$ cat src/rtl/data_mem_arbiter_if.sv
// data_mem_arbiter_if: CPU, host and RAM signal bundle for the data memory arbiter
// Ports (all carried as interface signals):
//   cpu_*  : CPU MEM-stage load/store request, stall and read return
//   host_* : host loader/readout request, grant, burst lock and read return
//   mem_*  : single-port synchronous RAM access (rdata one cycle after a read)
// Modports: slave = arbiter side, master = requesters plus RAM side.
interface data_mem_arbiter_if #(parameter int DW = 32, parameter int AW = 32);
    logic          cpu_req;
    logic          cpu_we;
    logic [AW-1:0] cpu_addr;
    logic [DW-1:0] cpu_wdata;
    logic          cpu_stall;
    logic          cpu_rvalid;
    logic [DW-1:0] cpu_rdata;
    logic          host_req;
    logic          host_we;
    logic          host_lock;
    logic [AW-1:0] host_addr;
    logic [DW-1:0] host_wdata;
    logic          host_gnt;
    logic          host_rvalid;
    logic [DW-1:0] host_rdata;
    logic          mem_en;
    logic          mem_we;
    logic [AW-1:0] mem_addr;
    logic [DW-1:0] mem_wdata;
    logic [DW-1:0] mem_rdata;
    modport slave (
        input  cpu_req, cpu_we, cpu_addr, cpu_wdata,
        input  host_req, host_we, host_lock, host_addr, host_wdata,
        input  mem_rdata,
        output cpu_stall, cpu_rvalid, cpu_rdata,
        output host_gnt, host_rvalid, host_rdata,
        output mem_en, mem_we, mem_addr, mem_wdata
    );
    modport master (
        output cpu_req, cpu_we, cpu_addr, cpu_wdata,
        output host_req, host_we, host_lock, host_addr, host_wdata,
        output mem_rdata,
        input  cpu_stall, cpu_rvalid, cpu_rdata,
        input  host_gnt, host_rvalid, host_rdata,
        input  mem_en, mem_we, mem_addr, mem_wdata
    );
endinterface

$ cat src/rtl/data_mem_arbiter.sv
// data_mem_arbiter: shares one synchronous data RAM between the CPU MEM stage and a host port
// Ports:
//   clk   : system clock, rising edge
//   reset : synchronous, active-high; forces every output to 0 while asserted
//   bus   : data_mem_arbiter_if.slave carrying CPU, host and RAM signals
// Grant is combinational within the cycle: round-robin on conflict, host burst lock
// bounded by MAX_WAIT consecutive host wins while the CPU waits.
module data_mem_arbiter #(
    parameter int DW       = 32,
    parameter int AW       = 32,
    parameter int MAX_WAIT = 4
) (
    input logic                clk,
    input logic                reset,
    data_mem_arbiter_if.slave  bus
);
    typedef enum logic [1:0] {IDLE, CPU_OWN, HOST_OWN} state_t;
    localparam logic [3:0] MAXW = 4'(MAX_WAIT);
    state_t        state;
    logic          last_winner;
    logic [3:0]    wait_cnt;
    logic          rpend;
    logic          rsel;
    logic [DW-1:0] cpu_hold;
    logic [DW-1:0] host_hold;
    logic          lock_hold;
    logic          forced;
    logic          host_win;
    logic          cpu_win;
    always_comb begin
        lock_hold = state == HOST_OWN && bus.host_lock && wait_cnt < MAXW;
        forced    = wait_cnt == MAXW;
        // last_winner: 0 = CPU, 1 = HOST; on a plain conflict the other side wins
        host_win  = ~reset & bus.host_req & (~bus.cpu_req | lock_hold | (~forced & ~last_winner));
        cpu_win   = ~reset & bus.cpu_req & ~host_win;
    end
    assign bus.mem_en      = host_win | cpu_win;
    assign bus.mem_we      = host_win ? bus.host_we : cpu_win & bus.cpu_we;
    assign bus.mem_addr    = host_win ? bus.host_addr : cpu_win ? bus.cpu_addr : {AW{1'b0}};
    assign bus.mem_wdata   = host_win ? bus.host_wdata : cpu_win ? bus.cpu_wdata : {DW{1'b0}};
    assign bus.cpu_stall   = ~reset & bus.cpu_req & ~cpu_win;
    assign bus.host_gnt    = host_win;
    assign bus.cpu_rvalid  = ~reset & rpend & ~rsel;
    assign bus.host_rvalid = ~reset & rpend & rsel;
    // Non-owner data port keeps showing its last returned word
    assign bus.cpu_rdata   = reset ? {DW{1'b0}} : bus.cpu_rvalid ? bus.mem_rdata : cpu_hold;
    assign bus.host_rdata  = reset ? {DW{1'b0}} : bus.host_rvalid ? bus.mem_rdata : host_hold;
    always_ff @(posedge clk) begin
        if (reset) begin
            state       <= IDLE;
            last_winner <= 1'b1;
            wait_cnt    <= 4'd0;
            rpend       <= 1'b0;
            rsel        <= 1'b0;
            cpu_hold    <= {DW{1'b0}};
            host_hold   <= {DW{1'b0}};
        end else begin
            state       <= host_win ? HOST_OWN : cpu_win ? CPU_OWN : IDLE;
            if (bus.mem_en)
                last_winner <= host_win;
            wait_cnt    <= (host_win & bus.cpu_req) ? (forced ? wait_cnt : wait_cnt + 4'd1) : 4'd0;
            rpend       <= bus.mem_en & ~bus.mem_we;
            rsel        <= host_win;
            cpu_hold    <= bus.cpu_rdata;
            host_hold   <= bus.host_rdata;
        end
    end
endmodule
$ cat src/flat_wrapper.sv
// flat-port wrapper written by rule: the top's interface ports become plain ports
module data_mem_arbiter_flat 
#(
    parameter int DW       = 32,
    parameter int AW       = 32,
    parameter int MAX_WAIT = 4
)
  (clk, reset, bus_cpu_req, bus_cpu_we, bus_cpu_addr, bus_cpu_wdata, bus_host_req, bus_host_we, bus_host_lock, bus_host_addr, bus_host_wdata, bus_mem_rdata, bus_cpu_stall, bus_cpu_rvalid, bus_cpu_rdata, bus_host_gnt, bus_host_rvalid, bus_host_rdata, bus_mem_en, bus_mem_we, bus_mem_addr, bus_mem_wdata);
  data_mem_arbiter_if #(.DW(DW), .AW(AW)) bus_i ();
  input logic clk;
  input logic reset;
  input wire logic [$bits(bus_i.cpu_req)-1:0] bus_cpu_req;
  input wire logic [$bits(bus_i.cpu_we)-1:0] bus_cpu_we;
  input wire logic [$bits(bus_i.cpu_addr)-1:0] bus_cpu_addr;
  input wire logic [$bits(bus_i.cpu_wdata)-1:0] bus_cpu_wdata;
  input wire logic [$bits(bus_i.host_req)-1:0] bus_host_req;
  input wire logic [$bits(bus_i.host_we)-1:0] bus_host_we;
  input wire logic [$bits(bus_i.host_lock)-1:0] bus_host_lock;
  input wire logic [$bits(bus_i.host_addr)-1:0] bus_host_addr;
  input wire logic [$bits(bus_i.host_wdata)-1:0] bus_host_wdata;
  input wire logic [$bits(bus_i.mem_rdata)-1:0] bus_mem_rdata;
  output wire logic [$bits(bus_i.cpu_stall)-1:0] bus_cpu_stall;
  output wire logic [$bits(bus_i.cpu_rvalid)-1:0] bus_cpu_rvalid;
  output wire logic [$bits(bus_i.cpu_rdata)-1:0] bus_cpu_rdata;
  output wire logic [$bits(bus_i.host_gnt)-1:0] bus_host_gnt;
  output wire logic [$bits(bus_i.host_rvalid)-1:0] bus_host_rvalid;
  output wire logic [$bits(bus_i.host_rdata)-1:0] bus_host_rdata;
  output wire logic [$bits(bus_i.mem_en)-1:0] bus_mem_en;
  output wire logic [$bits(bus_i.mem_we)-1:0] bus_mem_we;
  output wire logic [$bits(bus_i.mem_addr)-1:0] bus_mem_addr;
  output wire logic [$bits(bus_i.mem_wdata)-1:0] bus_mem_wdata;
  assign bus_i.cpu_req = bus_cpu_req;
  assign bus_i.cpu_we = bus_cpu_we;
  assign bus_i.cpu_addr = bus_cpu_addr;
  assign bus_i.cpu_wdata = bus_cpu_wdata;
  assign bus_i.host_req = bus_host_req;
  assign bus_i.host_we = bus_host_we;
  assign bus_i.host_lock = bus_host_lock;
  assign bus_i.host_addr = bus_host_addr;
  assign bus_i.host_wdata = bus_host_wdata;
  assign bus_i.mem_rdata = bus_mem_rdata;
  assign bus_cpu_stall = bus_i.cpu_stall;
  assign bus_cpu_rvalid = bus_i.cpu_rvalid;
  assign bus_cpu_rdata = bus_i.cpu_rdata;
  assign bus_host_gnt = bus_i.host_gnt;
  assign bus_host_rvalid = bus_i.host_rvalid;
  assign bus_host_rdata = bus_i.host_rdata;
  assign bus_mem_en = bus_i.mem_en;
  assign bus_mem_we = bus_i.mem_we;
  assign bus_mem_addr = bus_i.mem_addr;
  assign bus_mem_wdata = bus_i.mem_wdata;
  data_mem_arbiter #(.DW(DW), .AW(AW), .MAX_WAIT(MAX_WAIT)) u_core (.clk(clk), .reset(reset), .bus(bus_i));
endmodule
$ cat config.mk
export PLATFORM = sky130hd
export DESIGN_NAME = data_mem_arbiter_flat
export DESIGN_NICKNAME = d
export VERILOG_FILES = /design/src/rtl/data_mem_arbiter_if.sv /design/src/rtl/data_mem_arbiter.sv /design/src/flat_wrapper.sv
export SDC_FILE = /design/constraint.sdc
export NUM_CORES = 1
export LEC_CHECK = 0
export CORE_AREA = 2 2 117 119
export CTS_CLUSTER_DIAMETER = 40
export DETAILED_ROUTE_END_ITERATION = 10
export DIE_AREA = 0 0 119 121
export HOLD_SLACK_MARGIN = 0.02
export PLACE_DENSITY = 0.87
export SETUP_SLACK_MARGIN = 0.4
export SKIP_CTS_REPAIR_TIMING = 1
export SYNTH_ARGS = -nofsm -noshare
export SYNTH_HDL_FRONTEND = slang
export SYNTH_SLANG_ARGS = --single-unit
$ cat constraint.sdc
create_clock -name clk -period 2.6 [get_ports clk]
set_input_delay 0.52 -clock clk [delete_from_list [all_inputs] [get_ports clk]]
set_output_delay 0.52 -clock clk [all_outputs]
set_load 0.02 [all_outputs]
==> qor.csv, run 1 <==
stage;metric;value;unit
pwr;share of total power in the clock network;0.331;
setup_path;CP endpoint kind;primary output;
sta;setup total negative slack;-0.05073;ns
global_routing;initial antenna violation count;0;
placed_design;dpl cells;1077;
final_layout;commonest non-fill, non-tap cell in the layout;clkdlybuf4s50_1;
clocking;Clock Path Buffers;2;
setup_path;cell mode on critical path;buf_12;
setup_path;R2R Path Start;u_core.rsel;
setup_path;Worst Path Arrival;2.11;ns
global_routing;largest net degree at the start of global routing;72;
final_layout;Finished Layout Cells;1154;
sta;Slew HR;0.7456;
final_layout;FILL cells;872;
pwr;Worst VDD drop;0.3758;mV
setup_path;Worst R2R Path Depth;7;
clocking;H-tree levels;3;
synth;multiplexer area fraction after synthesis;0.004711;
route;highest routed layer;met4;
sta;Worst Max-Slew Pin Slew;0.3817;ns
sta;Fmax;0.3802;GHz
sta;final hold vios;0;
setup_path;CP cell instances;inv_2, ha_4, nand3b_1, a221oi_4, buf_6, buf_12, buf_12, o32ai_1, buf_2;
setup_path;CP max stage delay;0.34;ns
setup_path;Req. time, crit path;2.08;ns
synth;Synth Cell Area;4249;µm²
synth;Post-Synth Adder-Cell Area;0.005889;
clocking;clock slew at reported path FFs;0.05;ns
pwr;Tot Pwr;3692;µW
sta;RSZ-0062 raised after global routing;yes;
floorplan;Chip Width;119;µm
floorplan;initial cell density of the core;0.3247;
run_status;failing checks;setup timing;
setup_path;Worst Path Buf+Inv;5;
synth;post-synthesis xor/xnor area fraction;0.002061;
setup_path;critical path class;reg2out;
sta;Worst Setup Slack, final;-0.03031;ns
route;DRT Pass-1 Iters;5;
synth;Synth Instances;609;
run;MaxCap Viol Count;0;
route;remaining routing DRC violations;0;
setup_path;reg2reg end;u_core.cpu_hold[12];
clocking;Clk Latency, worst-skew pair;0.34;ns
final_layout;Ant. Diodes;0;
global_routing;vias in the first global route;4990;
placed_design;I/O Buffers;300;
pwr;Switch Pwr;1087;µW
setup_path;crit path max-delay cell type;dfxtp_2;
clocking;CTS root buffer;clkbuf_16;
placed_design;DP HPWL;13030;µm
pwr;Leakage;0.004725;µW
floorplan;die footprint;14400;µm²
route;First DRT Iteration DRCs;460;
final_layout;final layout net count;1143;
route;Via density;5.172;
route;WL met3;1657;µm
setup_path;CP max FO;7;
floorplan;Core Area;13090;µm²
pwr;sequential share of power;0.313;
route;M1 wire length;9035;µm
final_layout;Area growth syn-to-layout;122.4;%
global_routing;first-pass GRT wire length;25910;µm
placed_design;Final GP Congestion;0.9504;
synth;Seq/Total Area, Yosys;0.3392;
floorplan;Die Y;121;µm
clocking;cts bufs inserted;9;
route;number of antenna-violating nets in the routed design;0;
setup_path;reg2reg setup slack;1.00;ns
pwr;Int Power;2605;µW
floorplan;row cnt;42;
final_layout;area of the multi-input gates;2909;µm²
route;Total Wirelength;23130;µm
sta;Final setup viols;2;
synth;combinational family with the most area after synthesis;simple AND/OR/NAND/NOR gates;
clocking;CTS tree;built;
clocking;clk sinks;72;
pwr;Comb power frac;0.356;
sta;Clock Skews;0.006336;ns
final_layout;share of layout cells above drive strength 1;0.3599;
synth;area share of and/or/nand/nor cells after synthesis;0.2479;
run_status;status;finished with violations;
final_layout;sequential cell area;1448;µm²
route;via count;5968;
sta;fin crit share;1.012;
min_path;Worst Hold Class;reg2reg;
floorplan;top-level port count;301;
global_routing;total track usage;0.2261;
setup_path;CP Depth;9;
synth;Yosys warning count;0;
synth;Synthesized Nets;778;
final_layout;most frequent cells in the layout;162 x clkdlybuf4s50_1, 132 x inv_1, 113 x nand2_1, 88 x buf_4, 67 x dfxtp_1;
synth;Yosys cell types;31;
route;Wirelength per Cell;20.04;µm
synth;synthesized flop and latch total;72;
synth;Syn Area/Cell;6.977;µm²
min_path;worst hold stages;2;
pwr;switching part of the total;0.2945;
sta;post-layout min period;2.630;ns
global_routing;grt total ovfl;0;
setup_path;Worst Setup SP;u_core.wait_cnt[0];
pwr;Pwr per Cell Area;390.7;nW/µm²
sta;Slew Viols, Final;0;
setup_path;Setup crit start kind;flop;
setup_path;CP endpoint;bus_mem_wdata[7];
route;met2 routed WL;11310;µm
synth;Synth Area in Compound Gates;0.2288;
setup_path;Crit path max-delay family;buffers and inverters;
-- logic make-up (layout without fill, tap and decap cells) --
family / after synthesis / in the layout
AND/OR/NAND/NOR: 214 / 214
buffers and inverters: 181 / 550
AO/OA/AOI/OAI: 137 / 137
flip-flops: 72 / 72
adder cells (fa/ha/maj): 2 / 2
multiplexers: 2 / 2
XOR/XNOR: 1 / 1
-- state kept, by name (all words and copies together), names as in the netlist --
name / cells
u_core.cpu_hold: 32
u_core.host_hold: 32
u_core.last_winner: 1
u_core.rpend: 1
u_core.rsel: 1
u_core.state: 1
u_core.wait_cnt: 4
-- cell type report --
type | instances | share of cell area
clock buffer | 12 | 0.02608
clock inverter | 3 | 0.004502
inverter | 136 | 0.05402
multi-input combinational | 356 | 0.3078
sequential | 72 | 0.1532
tap | 176 | 0.02330
timing repair buffer | 399 | 0.4311
-- through the flow --
step / cell area [µm²] / setup WS, ns / hold WS (ns) / utilization
6_report: 9450 / -0.03031 / 0.4787 / 0.7222
5_1_grt: 9450 / -0.1131 / 0.4955 / 0.7222
4_1_cts: 7929 / -0.5136 / 0.4805 / 0.6059
3_5_place_dp: 7640 / -0.4848 / 0.4695 / 0.5839
3_3_place_gp: 7640 / -0.4575 / 0.4642 / 0.5839
2_1_floorplan: 4249 / 0.3192 / 0.4509 / -
-- worst min-delay path by stage --
| stage | slack [ns] | from | endpoint |
|---|---|---|---|
| after floorplan | 0.45 | u_core.wait_cnt[0] | u_core.wait_cnt[0] |
| after detailed placement | 0.47 | u_core.host_hold[5] | u_core.host_hold[5] |
| after global placement | 0.46 | u_core.cpu_hold[2] | u_core.cpu_hold[2] |
| after global routing | 0.50 | u_core.host_hold[15] | u_core.host_hold[15] |
| final | 0.48 | u_core.host_hold[3] | u_core.host_hold[3] |
| after CTS | 0.48 | u_core.host_hold[5] | u_core.host_hold[5] |
-- power by group through the flow --
stage               logic, µW  registers (µW)  clock network, µW
floorplan                 396            1170                  0
global placement          959            1180                  0
detailed placement        967            1180                  0
CTS                       974            1150               1240
global route             1370            1160               1280
finish                   1320            1160               1220
-- Yosys cell counts --
cell type,number,area share
a211oi_1,1,0.0018
nand2b_1,34,0.050
o32ai_1,66,0.14
and2_1,1,0.0015
nor3_2,1,0.0024
nor2b_1,1,0.0015
nor3_1,2,0.0024
o21ai_0,64,0.075
xnor2_1,1,0.0021
a221oi_4,1,0.0062
buf_1,1,0.00088
nand2_1,128,0.11
a22oi_1,1,0.0018
dfxtp_1,72,0.34
or3_1,1,0.0015
clkbuf_1,25,0.022
nand3_1,2,0.0024
buf_2,15,0.018
o221ai_2,1,0.0035
nand3b_1,34,0.060
or2_1,1,0.0015
nor3b_2,1,0.0029
ha_1,2,0.0059
o21bai_1,1,0.0018
nor4_1,1,0.0015
nor2_1,6,0.0053
mux2i_1,2,0.0047
a21oi_1,2,0.0024
and3b_1,1,0.0021
inv_1,136,0.12
buf_6,4,0.011
-- worst min-delay path, stage by stage (launching register included) --
cell and delay [ns]:
dfxtp_1 0.29, nand3b_1 0.09, nand2_1 0.05
-- routing by layer --
layer  GRT usage  up-vias
met5           0        -
met4     0.08110        0
met3     0.06767       92
met2      0.3807      329
met1      0.2733     2827
li1            -     2720
(Power assumes the default switching activity.)
==> run 2: changes to the inputs <==
--- a/config.mk
+++ b/config.mk
@@ -5,10 +5,10 @@
 export SDC_FILE = /design/constraint.sdc
 export NUM_CORES = 1
 export LEC_CHECK = 0
-export CORE_AREA = 2 2 117 119
+export CORE_AREA = 2 2 119 121
 export CTS_CLUSTER_DIAMETER = 40
 export DETAILED_ROUTE_END_ITERATION = 10
-export DIE_AREA = 0 0 119 121
+export DIE_AREA = 0 0 121 123
 export HOLD_SLACK_MARGIN = 0.02
 export PLACE_DENSITY = 0.87
 export SETUP_SLACK_MARGIN = 0.4
==> constraint.sdc (replaced) <==
create_clock -name clk -period 2.2 [get_ports clk]
set_input_delay 0.44 -clock clk [delete_from_list [all_inputs] [get_ports clk]]
set_output_delay 0.44 -clock clk [all_outputs]
set_load 0.02 [all_outputs]
==> qor.csv, run 2 (synthesis gave the netlist of run 1 again) <==
stage;metric;value;unit;change
run_status;status;finished with violations;;
run_status;failing checks;setup timing;;
floorplan;row cnt;43;;+2.4%
sta;Final setup viols;99;;+97
route;remaining routing DRC violations;0;;unchanged
route;Via density;5.049;;-2.4%
pwr;switching part of the total;0.3106;;+0.01612
setup_path;Crit path max-delay family;buffers and inverters;;
route;via count;6130;;+2.7%
clocking;clk sinks;72;;unchanged
floorplan;Core Area;13610;µm²;+4.0%
placed_design;dpl cells;1123;;+4.3%
route;First DRT Iteration DRCs;253;;-45%
setup_path;critical path class;reg2out;;
setup_path;CP max FO;6;;-1
sta;final hold vios;0;;unchanged
global_routing;grt total ovfl;0;;unchanged
clocking;CTS tree;built;;
min_path;Hold Path Origin;u_core.host_hold[0];;
floorplan;Chip Width;121;µm;+1.7%
placed_design;Final GP Congestion;0.8692;;-8.5%
final_layout;most frequent cells in the layout;162 x clkdlybuf4s50_1, 133 x inv_1, 122 x buf_6, 105 x buf_4, 68 x dfxtp_1;;
setup_path;Req. time, crit path;1.76;ns;-0.32 ns
route;number of antenna-violating nets in the routed design;0;;unchanged
route;Total Wirelength;23720;µm;+2.5%
final_layout;share of layout cells above drive strength 1;0.4792;;+0.1193
clocking;cts bufs inserted;9;;unchanged
floorplan;initial cell density of the core;0.3122;;-0.01257
final_layout;final layout net count;1197;;+4.7%
sta;Slew Viols, Final;0;;unchanged
setup_path;CP endpoint kind;primary output;;
route;Wirelength per Cell;19.54;µm;-2.5%
global_routing;largest net degree at the start of global routing;65;;-9.7%
pwr;Worst VDD drop;0.4046;mV;+7.7%
global_routing;grt peak-use layer;met2;;
clocking;CTS root buffer;clkbuf_16;;
floorplan;die footprint;14880;µm²;+3.4%
sta;setup total negative slack;-16.27;ns;-16.22 ns
clocking;clock slew at reported path FFs;0.06;ns;about the same
placed_design;DP HPWL;14890;µm;+14%
setup_path;Worst Path Arrival;2.04;ns;-0.07 ns
setup_path;reg2reg end;u_core.cpu_hold[13];;
global_routing;met3 usage;0.05858;;-0.009090
global_routing;vias in the first global route;5413;;+8.5%
placed_design;dpl ws;-0.8106;ns;-0.3259 ns
pwr;Pwr per Cell Area;429.4;nW/µm²;+9.9%
final_layout;Finished Layout Cells;1214;;+5.2%
pwr;Comb power frac;0.367;;+0.011
min_path;Hold Crit Endpoint;u_core.host_hold[0];;
global_routing;GRT met2 Usage;0.4263;;+0.04552
route;DRT Pass-1 Iters;5;;unchanged
pwr;Switch Pwr;1435;µW;+32%
final_layout;Regs by FF count;u_core.cpu_hold x32, u_core.host_hold x32, u_core.wait_cnt x4;;
final_layout;area of the multi-input gates;3475;µm²;+19%
setup_path;CP cell instances;inv_2, ha_4, nand3b_1, a221oi_4, buf_6, buf_8, buf_12, o32ai_2, buf_4;;
setup_path;R2R Path Start;u_core.rsel;;
global_routing;total track usage;0.2334;;+0.007279
sta;Worst Max-Slew Pin Slew;0.4204;ns;+0.03873 ns
sta;Slew HR;0.7168;;-0.02878
sta;RSZ-0062 raised after global routing;yes;;
sta;Fmax;0.4027;GHz;
pwr;Leakage;0.005262;µW;+11%
global_routing;first-pass GRT wire length;27430;µm;+5.9%
sta;Hold WS;0.4880;ns;+0.009358 ns
setup_path;CP max stage delay;0.33;ns;about the same
sta;fin crit share;1.129;;
sta;Worst Setup Slack, final;-0.2831;ns;-0.2528 ns
pwr;Int Power;3184;µW;+22%
min_path;Worst Hold Class;reg2reg;;
final_layout;sequential cell area;1446;µm²;about the same
setup_path;Setup crit start kind;flop;;
final_layout;FILL cells;801;;-8.1%
global_routing;M1 GR Usage;0.2694;;-0.003869
pwr;share of total power in the clock network;0.338;;+0.007
clocking;H-tree levels;3;;unchanged
setup_path;crit path max-delay cell type;dfxtp_2;;
run;MaxCap Viol Count;0;;unchanged
setup_path;Worst Path Buf+Inv;5;;unchanged
sta;Clock Skews;0.009070;ns;+0.002733 ns
sta;post-layout min period;2.483;ns;
floorplan;Die Y;123;µm;+1.7%
floorplan;top-level port count;301;;unchanged
clocking;Clk Latency, worst-skew pair;0.34;ns;about the same
global_routing;initial antenna violation count;1;;+1
final_layout;commonest non-fill, non-tap cell in the layout;clkdlybuf4s50_1;;
setup_path;reg2reg setup slack;0.41;ns;-0.59 ns
pwr;sequential share of power;0.296;;-0.017
final_layout;Area growth syn-to-layout;153.2;%;
setup_path;Worst R2R Path Depth;8;;+1
min_path;worst hold stages;2;;unchanged
placed_design;I/O Buffers;300;;unchanged
clocking;Clock Path Buffers;2;;unchanged
run 2: changes by cell type in the layout (fill, tap and decap cells not counted), sizes merged:
cell / delta
diode: +1
clkbuf: -13
dlymetal6s2s: -7
inv: +3
buf: +72
run 2: layout make-up:
type | count | area share
clock buffers | 10 | 0.02221
multi-input cells | 356 | 0.3230
inverters | 136 | 0.04745
clock inverters | 6 | 0.006746
flip-flops and latches | 72 | 0.1345
repair buffers | 453 | 0.4450
diodes | 1 | 0.0002326
well taps | 180 | 0.02094
run 2: metrics by stage:
stage | utilization | area [µm²] | power, µW
after floorplan | - | 5066 | 2052
after global placement | 0.6464 | 8798 | 2762
after CTS | 0.6693 | 9110 | 4314
final | 0.7903 | 10760 | 4619
after global routing | 0.7903 | 10760 | 4761
after detailed placement | 0.6464 | 8798 | 2790
run 2: how the worst max path moves through the flow:
stage                            start           endpoint  slack (ns)  depth (start not counted)
floorplan           u_core.wait_cnt[1]   bus_mem_addr[14]        0.28                          7
global placement         bus_host_lock    bus_mem_addr[4]       -0.77                          7
detailed placement       bus_host_lock    bus_mem_addr[5]       -0.81                          6
CTS                      bus_host_lock    bus_mem_addr[5]       -0.82                          6
global route        u_core.wait_cnt[1]  bus_mem_wdata[10]       -0.35                          9
finish              u_core.wait_cnt[1]    bus_mem_addr[3]       -0.28                          9
run 2: layer usage:
metal,vias to the layer above,wire length [µm]
met2,275,12470
met3,89,1498
li1,2830,-
met5,-,0
met4,0,1098
met1,2936,8647
run 2: worst reg2reg max path: stages (launching register included):
cell and delay [ns]:
dfxtp_2 0.33, buf_6 0.12, nor3b_4 0.24, buf_12 0.17, buf_12 0.13, buf_6 0.10
clkbuf_16 0.15, clkbuf_2 0.19, o21ai_0 0.21
run 2: power groups by stage:
stage,sequential (µW),combinational (µW),clock (µW)
after floorplan,1390,664,0
after global placement,1390,1370,0
after detailed placement,1390,1400,0
after CTS,1360,1400,1550
after global routing,1370,1770,1620
final,1370,1690,1560
